==> src/rtl/fewcore_ctrl_pkg.sv <==
// fewcore_ctrl_pkg: shared types and defaults for the pipeline hazard control
package fewcore_ctrl_pkg;
  localparam int REG_AW_DEFAULT = 5;
  typedef enum logic [1:0] {
    FWD_RF    = 2'b00,
    FWD_EXMEM = 2'b01,
    FWD_MEMWB = 2'b10
  } fwd_sel_t;
  typedef enum logic [1:0] {
    RUN,
    LOAD_STALL,
    MEM_WAIT,
    FLUSH
  } hz_state_t;
endpackage

==> src/rtl/hazard_compare.sv <==
// hazard_compare: register match logic for load-use detection and EX operand forwarding selects
module hazard_compare
  import fewcore_ctrl_pkg::*;
#(
  parameter int REG_AW = REG_AW_DEFAULT
) (
  input  logic [REG_AW-1:0] id_rs1,
  input  logic [REG_AW-1:0] id_rs2,
  input  logic              id_use_rs1,
  input  logic              id_use_rs2,
  input  logic [REG_AW-1:0] ex_rd,
  input  logic              ex_wen,
  input  logic              ex_is_load,
  input  logic [REG_AW-1:0] mem_rd,
  input  logic              mem_wen,
  output logic              load_use,
  output fwd_sel_t          fwd_rs1_nxt,
  output fwd_sel_t          fwd_rs2_nxt
);
  logic ex_w, mem_w, ex_hit1, ex_hit2, mem_hit1, mem_hit2;
  assign ex_w = ex_wen && ex_rd != '0;
  assign mem_w = mem_wen && mem_rd != '0;
  assign ex_hit1 = ex_w && id_rs1 == ex_rd;
  assign ex_hit2 = ex_w && id_rs2 == ex_rd;
  assign mem_hit1 = mem_w && id_rs1 == mem_rd;
  assign mem_hit2 = mem_w && id_rs2 == mem_rd;
  assign load_use = ex_is_load && ((id_use_rs1 && ex_hit1) || (id_use_rs2 && ex_hit2));
  assign fwd_rs1_nxt = ex_hit1 ? FWD_EXMEM : mem_hit1 ? FWD_MEMWB : FWD_RF;
  assign fwd_rs2_nxt = ex_hit2 ? FWD_EXMEM : mem_hit2 ? FWD_MEMWB : FWD_RF;
endmodule

==> src/rtl/hazard_scheduler.sv <==
// hazard_scheduler: 5-stage pipeline stall/flush sequencer with registered forwarding and perf counters
module hazard_scheduler
  import fewcore_ctrl_pkg::*;
#(
  parameter int REG_AW      = REG_AW_DEFAULT,
  parameter int CNT_W       = 16,
  parameter int MEM_TIMEOUT = 255
) (
  input  logic              clk,
  input  logic              reset,
  input  logic [REG_AW-1:0] id_rs1,
  input  logic [REG_AW-1:0] id_rs2,
  input  logic              id_use_rs1,
  input  logic              id_use_rs2,
  input  logic [REG_AW-1:0] ex_rd,
  input  logic              ex_wen,
  input  logic              ex_is_load,
  input  logic [REG_AW-1:0] mem_rd,
  input  logic              mem_wen,
  input  logic              ex_branch_taken,
  input  logic              mem_req,
  input  logic              mem_ready,
  output logic              pc_en,
  output logic              if_id_en,
  output logic              id_ex_en,
  output logic              ex_mem_en,
  output logic              mem_wb_en,
  output logic              if_id_clr,
  output logic              id_ex_clr,
  output logic [1:0]        fwd_rs1,
  output logic [1:0]        fwd_rs2,
  output logic [CNT_W-1:0]  stall_cnt,
  output logic [CNT_W-1:0]  flush_cnt,
  output logic              mem_timeout_err
);
  localparam int WAIT_W = $clog2(MEM_TIMEOUT + 2);
  localparam logic [WAIT_W-1:0] TMO = WAIT_W'(MEM_TIMEOUT);
  hz_state_t state_q, state_d;
  logic [CNT_W-1:0] stall_q, stall_d, flush_q, flush_d;
  logic [WAIT_W-1:0] wait_q, wait_d;
  logic err_q, err_d, load_use, mem_wait;
  fwd_sel_t f1_q, f1_d, f2_q, f2_d, f1_nxt, f2_nxt;

  hazard_compare #(.REG_AW(REG_AW)) u_cmp (
    .id_rs1      (id_rs1),
    .id_rs2      (id_rs2),
    .id_use_rs1  (id_use_rs1),
    .id_use_rs2  (id_use_rs2),
    .ex_rd       (ex_rd),
    .ex_wen      (ex_wen),
    .ex_is_load  (ex_is_load),
    .mem_rd      (mem_rd),
    .mem_wen     (mem_wen),
    .load_use    (load_use),
    .fwd_rs1_nxt (f1_nxt),
    .fwd_rs2_nxt (f2_nxt)
  );

  assign mem_wait = mem_req && !mem_ready;

  always_comb begin
    state_d = reset ? RUN : mem_wait ? MEM_WAIT : ex_branch_taken ? FLUSH : load_use ? LOAD_STALL : RUN;
    pc_en = state_d != MEM_WAIT && state_d != LOAD_STALL;
    if_id_en = pc_en;
    id_ex_en = state_d != MEM_WAIT;
    ex_mem_en = id_ex_en;
    mem_wb_en = id_ex_en;
    if_id_clr = state_d == FLUSH;
    id_ex_clr = state_d == FLUSH || state_d == LOAD_STALL;
    stall_d = (!pc_en && stall_q != '1) ? stall_q + 1'b1 : stall_q;
    flush_d = (if_id_clr && state_q != FLUSH && flush_q != '1) ? flush_q + 1'b1 : flush_q;
    wait_d = !mem_wait ? '0 : wait_q != '1 ? wait_q + 1'b1 : wait_q;
    err_d = err_q || (MEM_TIMEOUT != 0 && wait_d > TMO);
    f1_d = id_ex_clr ? FWD_RF : id_ex_en ? f1_nxt : f1_q;
    f2_d = id_ex_clr ? FWD_RF : id_ex_en ? f2_nxt : f2_q;
  end

  always_ff @(posedge clk) begin
    if (reset) begin
      state_q <= RUN;
      stall_q <= '0;
      flush_q <= '0;
      wait_q <= '0;
      err_q <= 1'b0;
      f1_q <= FWD_RF;
      f2_q <= FWD_RF;
    end else begin
      state_q <= state_d;
      stall_q <= stall_d;
      flush_q <= flush_d;
      wait_q <= wait_d;
      err_q <= err_d;
      f1_q <= f1_d;
      f2_q <= f2_d;
    end
  end

  assign fwd_rs1 = f1_q;
  assign fwd_rs2 = f2_q;
  assign stall_cnt = stall_q;
  assign flush_cnt = flush_q;
  assign mem_timeout_err = err_q;
endmodule
==> config.mk <==
export PLATFORM = sky130hd
export DESIGN_NAME = hazard_scheduler
export DESIGN_NICKNAME = d
export VERILOG_FILES = /design/src/rtl/fewcore_ctrl_pkg.sv /design/src/rtl/hazard_compare.sv /design/src/rtl/hazard_scheduler.sv
export SDC_FILE = /design/constraint.sdc
export NUM_CORES = 1
export LEC_CHECK = 0
export CAP_MARGIN = 40
export CORE_ASPECT_RATIO = 1.4
export CORE_MARGIN = 2
export CORE_UTILIZATION = 45
export CTS_CLUSTER_DIAMETER = 60
export DETAILED_ROUTE_END_ITERATION = 8
export PLACE_DENSITY_LB_ADDON = 0.1
export SLEW_MARGIN = 15
export SYNTH_ARGS = -nofsm -noshare
export SYNTH_HDL_FRONTEND = slang
export SYNTH_SLANG_ARGS = --single-unit
==> constraint.sdc <==
create_clock -name clk -period 4.2 [get_ports clk]
set_input_delay 0.84 -clock clk [delete_from_list [all_inputs] [get_ports clk]]
set_output_delay 0.84 -clock clk [all_outputs]
set_load 0.005 [all_outputs]
# Word level (Yosys, flattened, before mapping)
# Index checks and enable logic that the tools add are counted.
[op_classes]
addsub = 3
order_cmp = 1
eq_ne = 12
muxes = 10
reduce_logical = 22
[ops]
columns = ["cell", "n"]
rows = [
  ["adder 16 x 1 -> 16 bit, second input constant", 2],
  ["!= test 16 bit, second input constant", 2],
  ["equality test 5 bit", 4],
  ["2-to-1 mux 9 bit", 2],
  ["logical AND 1 bit", 14],
  ["2-to-1 mux 2 bit", 7],
  ["nonzero test 5 bit", 2],
  ["adder 9 x 1 -> 9 bit, second input constant", 1],
  ["> comparator 9 x 8 -> 1 bit, second input constant", 1],
  ["!= test 9 bit, second input constant", 1],
  ["!= test 2 bit, second input constant", 2],
  ["logical OR 1 bit", 3],
  ["equality test 2 x 1 -> 1 bit, second input constant", 1],
  ["equality test 2 bit, second input constant", 1],
  ["zero test 1 bit", 2],
  ["!= test 2 x 1 -> 1 bit, second input constant", 1],
  ["OR reduction 2 bit", 1],
  ["2-to-1 mux 1 bit", 1],
]
[word_totals]
regBits = 48
inputBits = 30
out_inout_bits = 44

# Longest topological paths before layout
# Gate-level depths: netlist (run 1).
[depth]
depth_word = 14
depth_mapped = 10
mapped_depth_nobuf = 9

# Hierarchy
# Synthesis (run 1) repeated with hierarchy kept, for this count alone.
[hier_totals]
hier_cells = 313
area_unflattened_um2 = 2696.3
[by_module_without_submodules]
columns = ["mod", "n_inst", "cells_per_inst", "area_each_um2", "seq_area_each_um2"]
rows = [
  ["hazard_scheduler", 1, 277, 2386.0, 960.9],
  ["hazard_compare", 1, 36, 310.3, 0.0],
]

# Worst setup path before layout (run 1)
# OpenSTA, ideal clock, no wires.
[synth_path]
path_kind = "input to register"
startpoint = "input ex_rd[0]"
endpoint = "register stall_q[15], in the netlist stall_cnt[15]"
setup_ns = 0.121
t_arrival_ns = 3.319
required_time_ns = 4.079
path_slack_ns = 0.761
stages = 9
n_path_buf = 1
path_cell_list = "or4_1 > nor2_2 > nor3_1 > a311oi_1 > ha_1 > clkbuf_1 > nand3b_2 > nor4_1 > mux2_2"
[synth_via]
elab_chain_len = 14
[synth_rtl]
columns = ["item", "line_no", "source"]
rows = [
  ["start, declared", "hazard_scheduler.sv:15", "input logic [REG_AW-1:0] ex_rd,"],
  ["nonzero test 5 bit", "hazard_compare.sv:21", "assign ex_w = ex_wen && ex_rd != '0;"],
  ["logical AND 1 bit", "hazard_compare.sv:21", ""],
  ["logical AND 1 bit, on equally long branches", "hazard_compare.sv:23, hazard_compare.sv:24", ""],
  ["logical AND 1 bit", "hazard_compare.sv:27", "assign load_use = ex_is_load && ((id_use_rs1 && ex_hit1) || (id_use_rs2 && ex_hit2));"],
  ["logical OR 1 bit *", "hazard_compare.sv:27", ""],
  ["logical AND 1 bit *", "hazard_compare.sv:27", ""],
  ["2-to-1 mux 1 bit *", "hazard_scheduler.sv:62", "state_d = reset ? RUN : mem_wait ? MEM_WAIT : ex_branch_taken ? FLUSH : load_use ? LOAD_STALL : RUN;"],
  ["2-to-1 mux 2 bit * (3 in series)", "hazard_scheduler.sv:62", ""],
  ["!= test 2 bit or != test 2 x 1 -> 1 bit (tied branches)", "hazard_scheduler.sv:63", "pc_en = state_d != MEM_WAIT && state_d != LOAD_STALL;"],
  ["logical AND 1 bit *", "hazard_scheduler.sv:63", ""],
  ["named net if_id_en", "hazard_scheduler.sv:24", "output logic if_id_en,"],
  ["zero test 1 bit *", "hazard_scheduler.sv:70", "stall_d = (!pc_en && stall_q != '1) ? stall_q + 1'b1 : stall_q;"],
  ["logical AND 1 bit *", "hazard_scheduler.sv:70", ""],
  ["end signal, assigned", "hazard_scheduler.sv:89", "stall_q <= stall_d;"],
  ["end, declared", "hazard_scheduler.sv:39", "logic [CNT_W-1:0] stall_q, stall_d, flush_q, flush_d;"],
]
# The timed path passes the listed nets; every way through them passes the cells marked *.
# A chain may end at the register's enable or synchronous reset.

# Worst setup path in the final report (run 1)
[layout_path]
startpoint = "input ex_rd[0]"
endpoint = "output if_id_en"
[layout_via]
elab_chain_len = 12
[layout_rtl]
columns = ["item", "line_no"]
rows = [
  ["nonzero test 5 bit", "hazard_compare.sv:21"],
  ["logical AND 1 bit", "hazard_compare.sv:21"],
  ["logical AND 1 bit, on equally long branches", "hazard_compare.sv:23, hazard_compare.sv:24"],
  ["logical AND 1 bit", "hazard_compare.sv:27"],
  ["logical OR 1 bit *", "hazard_compare.sv:27"],
  ["logical AND 1 bit *", "hazard_compare.sv:27"],
  ["2-to-1 mux 1 bit *", "hazard_scheduler.sv:62"],
  ["2-to-1 mux 2 bit * (3 in series)", "hazard_scheduler.sv:62"],
  ["!= test 2 bit or != test 2 x 1 -> 1 bit (tied branches)", "hazard_scheduler.sv:63"],
  ["logical AND 1 bit *", "hazard_scheduler.sv:63"],
  ["end, declared", "hazard_scheduler.sv:24"],
]
# Every way passes the cells marked *; elsewhere a longest branch is shown, timed or not.

==> out/results.txt, run 1 <==
status: completed
# diodes: 0
# hold bufs at CTS: 0
cts bufs inserted: 5
dpl ws: -0.0560 ns
vias in the first global route: 2408
Fillers: 555
nature of the critical path endpoint: output pin
Cells after DPL: 472
Starting Density: 46.1%
clk sinks: 48
Max Freq: 244 MHz
Longest Clk Path Bufs: 2
Lkg Pwr: 1.39 nW
Post-DP HPWL: 5160 um
storage element area: 961 um^2
final hold vios: 0
TritonCTS clock tree: yes
Cell variety after synth: 54
gpl congestion: 0.859
die area: 6930 um^2
PwrDens: 233 nW/um^2
Slew HR: 50.0%
Slowest cell on crit path: or4_4
commonest non-fill, non-tap cell in the layout: clkdlybuf4s50_1
Routed Antenna Nets: 0
gr ovfl total: 0
critical path startpoint: ex_rd[0]
H-tree lvl count: 2
drt wl/cell: 14.1 um
actual slew at the worst max-slew pin: 0.739 ns
skew final: 0.00478 ns
total global-route track usage: 19.1%
VDD IR-drop max: 0.174 mV
largest net degree at the start of global routing: 50
Syn Nets: 364
PortBufs: 73
Critical Path End: if_id_en
Hold WC Path Type: flip-flop to flip-flop
Seq cells post-synth: 48
cell count after synthesis: 328
DRT Pass-1 Iters: 4
layout cells sized above 1: 11.8%
most frequent cells in the layout: clkdlybuf4s50_1 (72), dfxtp_1 (48), nor2_1 (26)
core area: 6130 um^2
Reg clk slew, reported paths: 0.08 ns
Synth warnings: 0
reg2reg start: stall_cnt[0]$_SDFFE_PP0P_
vias per cell: 5.56
CP Class: input port to output pin
r2r setup slk: 2.19 ns
area of the multi-input gates: 1800 um^2
Ports: 74
1st-iter DRT viols: 105
initial antenna violation count: 0
first-pass GRT wire length: 10900 um
asr flop ratio synth: 0%
Max-Cap Viols: 0
EDFF count, synth: 0
Post-Layout Cell Count: 480
TNS Setup: 0 ns
CP Data Arrival Time: 3.26 ns
Layout area overhead: 34.0%
# setup viols final: 0
Crit path largest cell delay: 0.57 ns
fin crit share: 97.7%
minimum clock period: 4.10 ns
mean post-synth cell area: 8.60 um^2
Hold Crit Start: mem_timeout_err$_SDFF_PP0_
fin nets: 443
drt drc: 0
sequential share of the synthesized area: 34.1%
Max Slew Vio Count: 0
Crit path required time: 3.36 ns
CP Launch Type: input port
vias: 2668
Primary FF master, synth: dfxtp_1
cell depth of the worst flop-to-flop path: 5
most used cell, CP: clkdlybuf4s50_1
Cell Area, Synth: 2820 um^2
reg2reg end: stall_cnt[8]$_SDFFE_PP0P_
std cell rows: 34
die width: 70.9 um
total wire length: 6750 um
crit path cell chain: clkdlybuf4s50_1 -> or4_4 -> nor2_4 -> nor3_1 -> buf_4 -> a311oi_2 -> ha_1 -> clkdlybuf4s50_1
Root Buffer: clkbuf_8
Skew-Pair Late Insertion Delay: 0.30 ns
chip height: 97.7 um
PnR worst setup slack: 0.0956 ns
crit-path max FO: 3
## where the power goes
part	internal (mW)	total [mW]	switching, mW
combinational	0.0722	0.128	0.0558
sequential	0.460	0.465	0.00541
clock	0.132	0.288	0.156
total	0.664	0.881	0.217
## synth_stat cells, types with 2 or more instances
library cell / count / area [um^2]
o21a_1: 3 / 22.5
nor2_1: 26 / 97.6
nand3_2: 2 / 20.0
a31oi_1: 4 / 25.0
nand4_1: 10 / 62.6
dfxtp_1: 48 / 961
buf_4: 4 / 30.0
and4_1: 5 / 43.8
xnor2_1: 16 / 140
a211oi_1: 4 / 30.0
nor3_1: 11 / 55.1
mux2_2: 15 / 169
o211ai_1: 2 / 15.0
xor2_1: 8 / 70.1
nand3_1: 16 / 80.1
nor4_1: 5 / 31.3
ha_1: 6 / 75.1
nor2b_1: 19 / 119
o31ai_1: 4 / 30.0
a311o_1: 2 / 20.0
or3_1: 2 / 12.5
o21ai_0: 9 / 45.0
inv_1: 6 / 22.5
and2_1: 3 / 18.8
mux2i_1: 2 / 20.0
a21oi_1: 19 / 95.1
nand2_1: 24 / 90.1
and3_1: 6 / 37.5
nand2b_1: 3 / 18.8
clkbuf_1: 8 / 30.0
or4_1: 8 / 60.1
mux2_1: 3 / 33.8
o41ai_1: 4 / 35.0
## final cells by class
type / instances / area share, %
tap: 72 / 2.38
inverter: 6 / 0.596
clock inverter: 2 / 0.265
sequential: 48 / 25.4
timing repair buffer: 85 / 21.7
clock buffer: 6 / 2.18
multi-input combinational: 261 / 47.5
## stage by stage
step | total power [mW] | instance area [um^2] | hold slack, ns | util, %
final | 0.881 | 3780 | 0.475 | 61.7
after global routing | 0.920 | 3780 | 0.487 | 61.7
after CTS | 0.890 | 3770 | 0.472 | 61.5
after detailed placement | 0.603 | 3670 | 0.446 | 59.9
after global placement | 0.602 | 3670 | 0.444 | 59.9
after floorplan | 0.535 | 2820 | 0.454 | -
## worst min-delay path by stage
stage | to | cells after the start | slack, ns
final | mem_timeout_err$_SDFF_PP0_ | 1 | 0.48
after global routing | mem_timeout_err$_SDFF_PP0_ | 1 | 0.49
after CTS | mem_timeout_err$_SDFF_PP0_ | 1 | 0.47
after detailed placement | mem_timeout_err$_SDFF_PP0_ | 1 | 0.45
after global placement | mem_timeout_err$_SDFF_PP0_ | 1 | 0.44
after floorplan | wait_q[3]$_SDFF_PP0_ | 1 | 0.45
## metal layers
layer	global-route usage, %	wire length (um)
met1	23.0	2920
met5	0	0
met3	3.11	251
met2	33.3	3420
met4	7.26	167
## sequential cells by signal, indices dropped and copies added, names as in the netlist
name / count
flush_cnt: 16
fwd_rs1: 2
fwd_rs2: 2
mem_timeout_err: 1
stall_cnt: 16
state_q: 2
wait_q: 9
## kinds of logic (layout without fill, tap and decap cells)
logic type               count (synthesis)  count (layout)  synth area share, %
XOR/XNOR                                24              24                 7.45
flip-flops                              48              48                 34.1
multiplexers                            20              20                 7.89
adder cells (fa/ha/maj)                  6               6                 2.66
AND/OR/NAND/NOR                        152             152                 30.9
buffers and inverters                   19              99                 3.06
AO/OA/AOI/OAI                           59              59                 14.0
## worst max-delay path: cells and delay by family
family                   cells  cell delay (ns)
adder cells (fa/ha/maj)      1             0.31
AO/OA/AOI/OAI                1             0.27
buffers and inverters        3             1.04
AND/OR/NAND/NOR              3             0.81
## repair_timing
item / CTS / global route
resized for setup: 3 / 2
pin swaps: 1 / 0
setup buffers: 0 / 0
setup endpoints to repair: 1 / 6
No activity file was read; power rests on OpenSTA's default activity.
==> run 2, diff against run 1 <==
Settings changed: CTS_CLUSTER_DIAMETER 60 to not set.
==> results of run 2 <==
The final DEF is identical to that of run 1; final timing and power are the same.
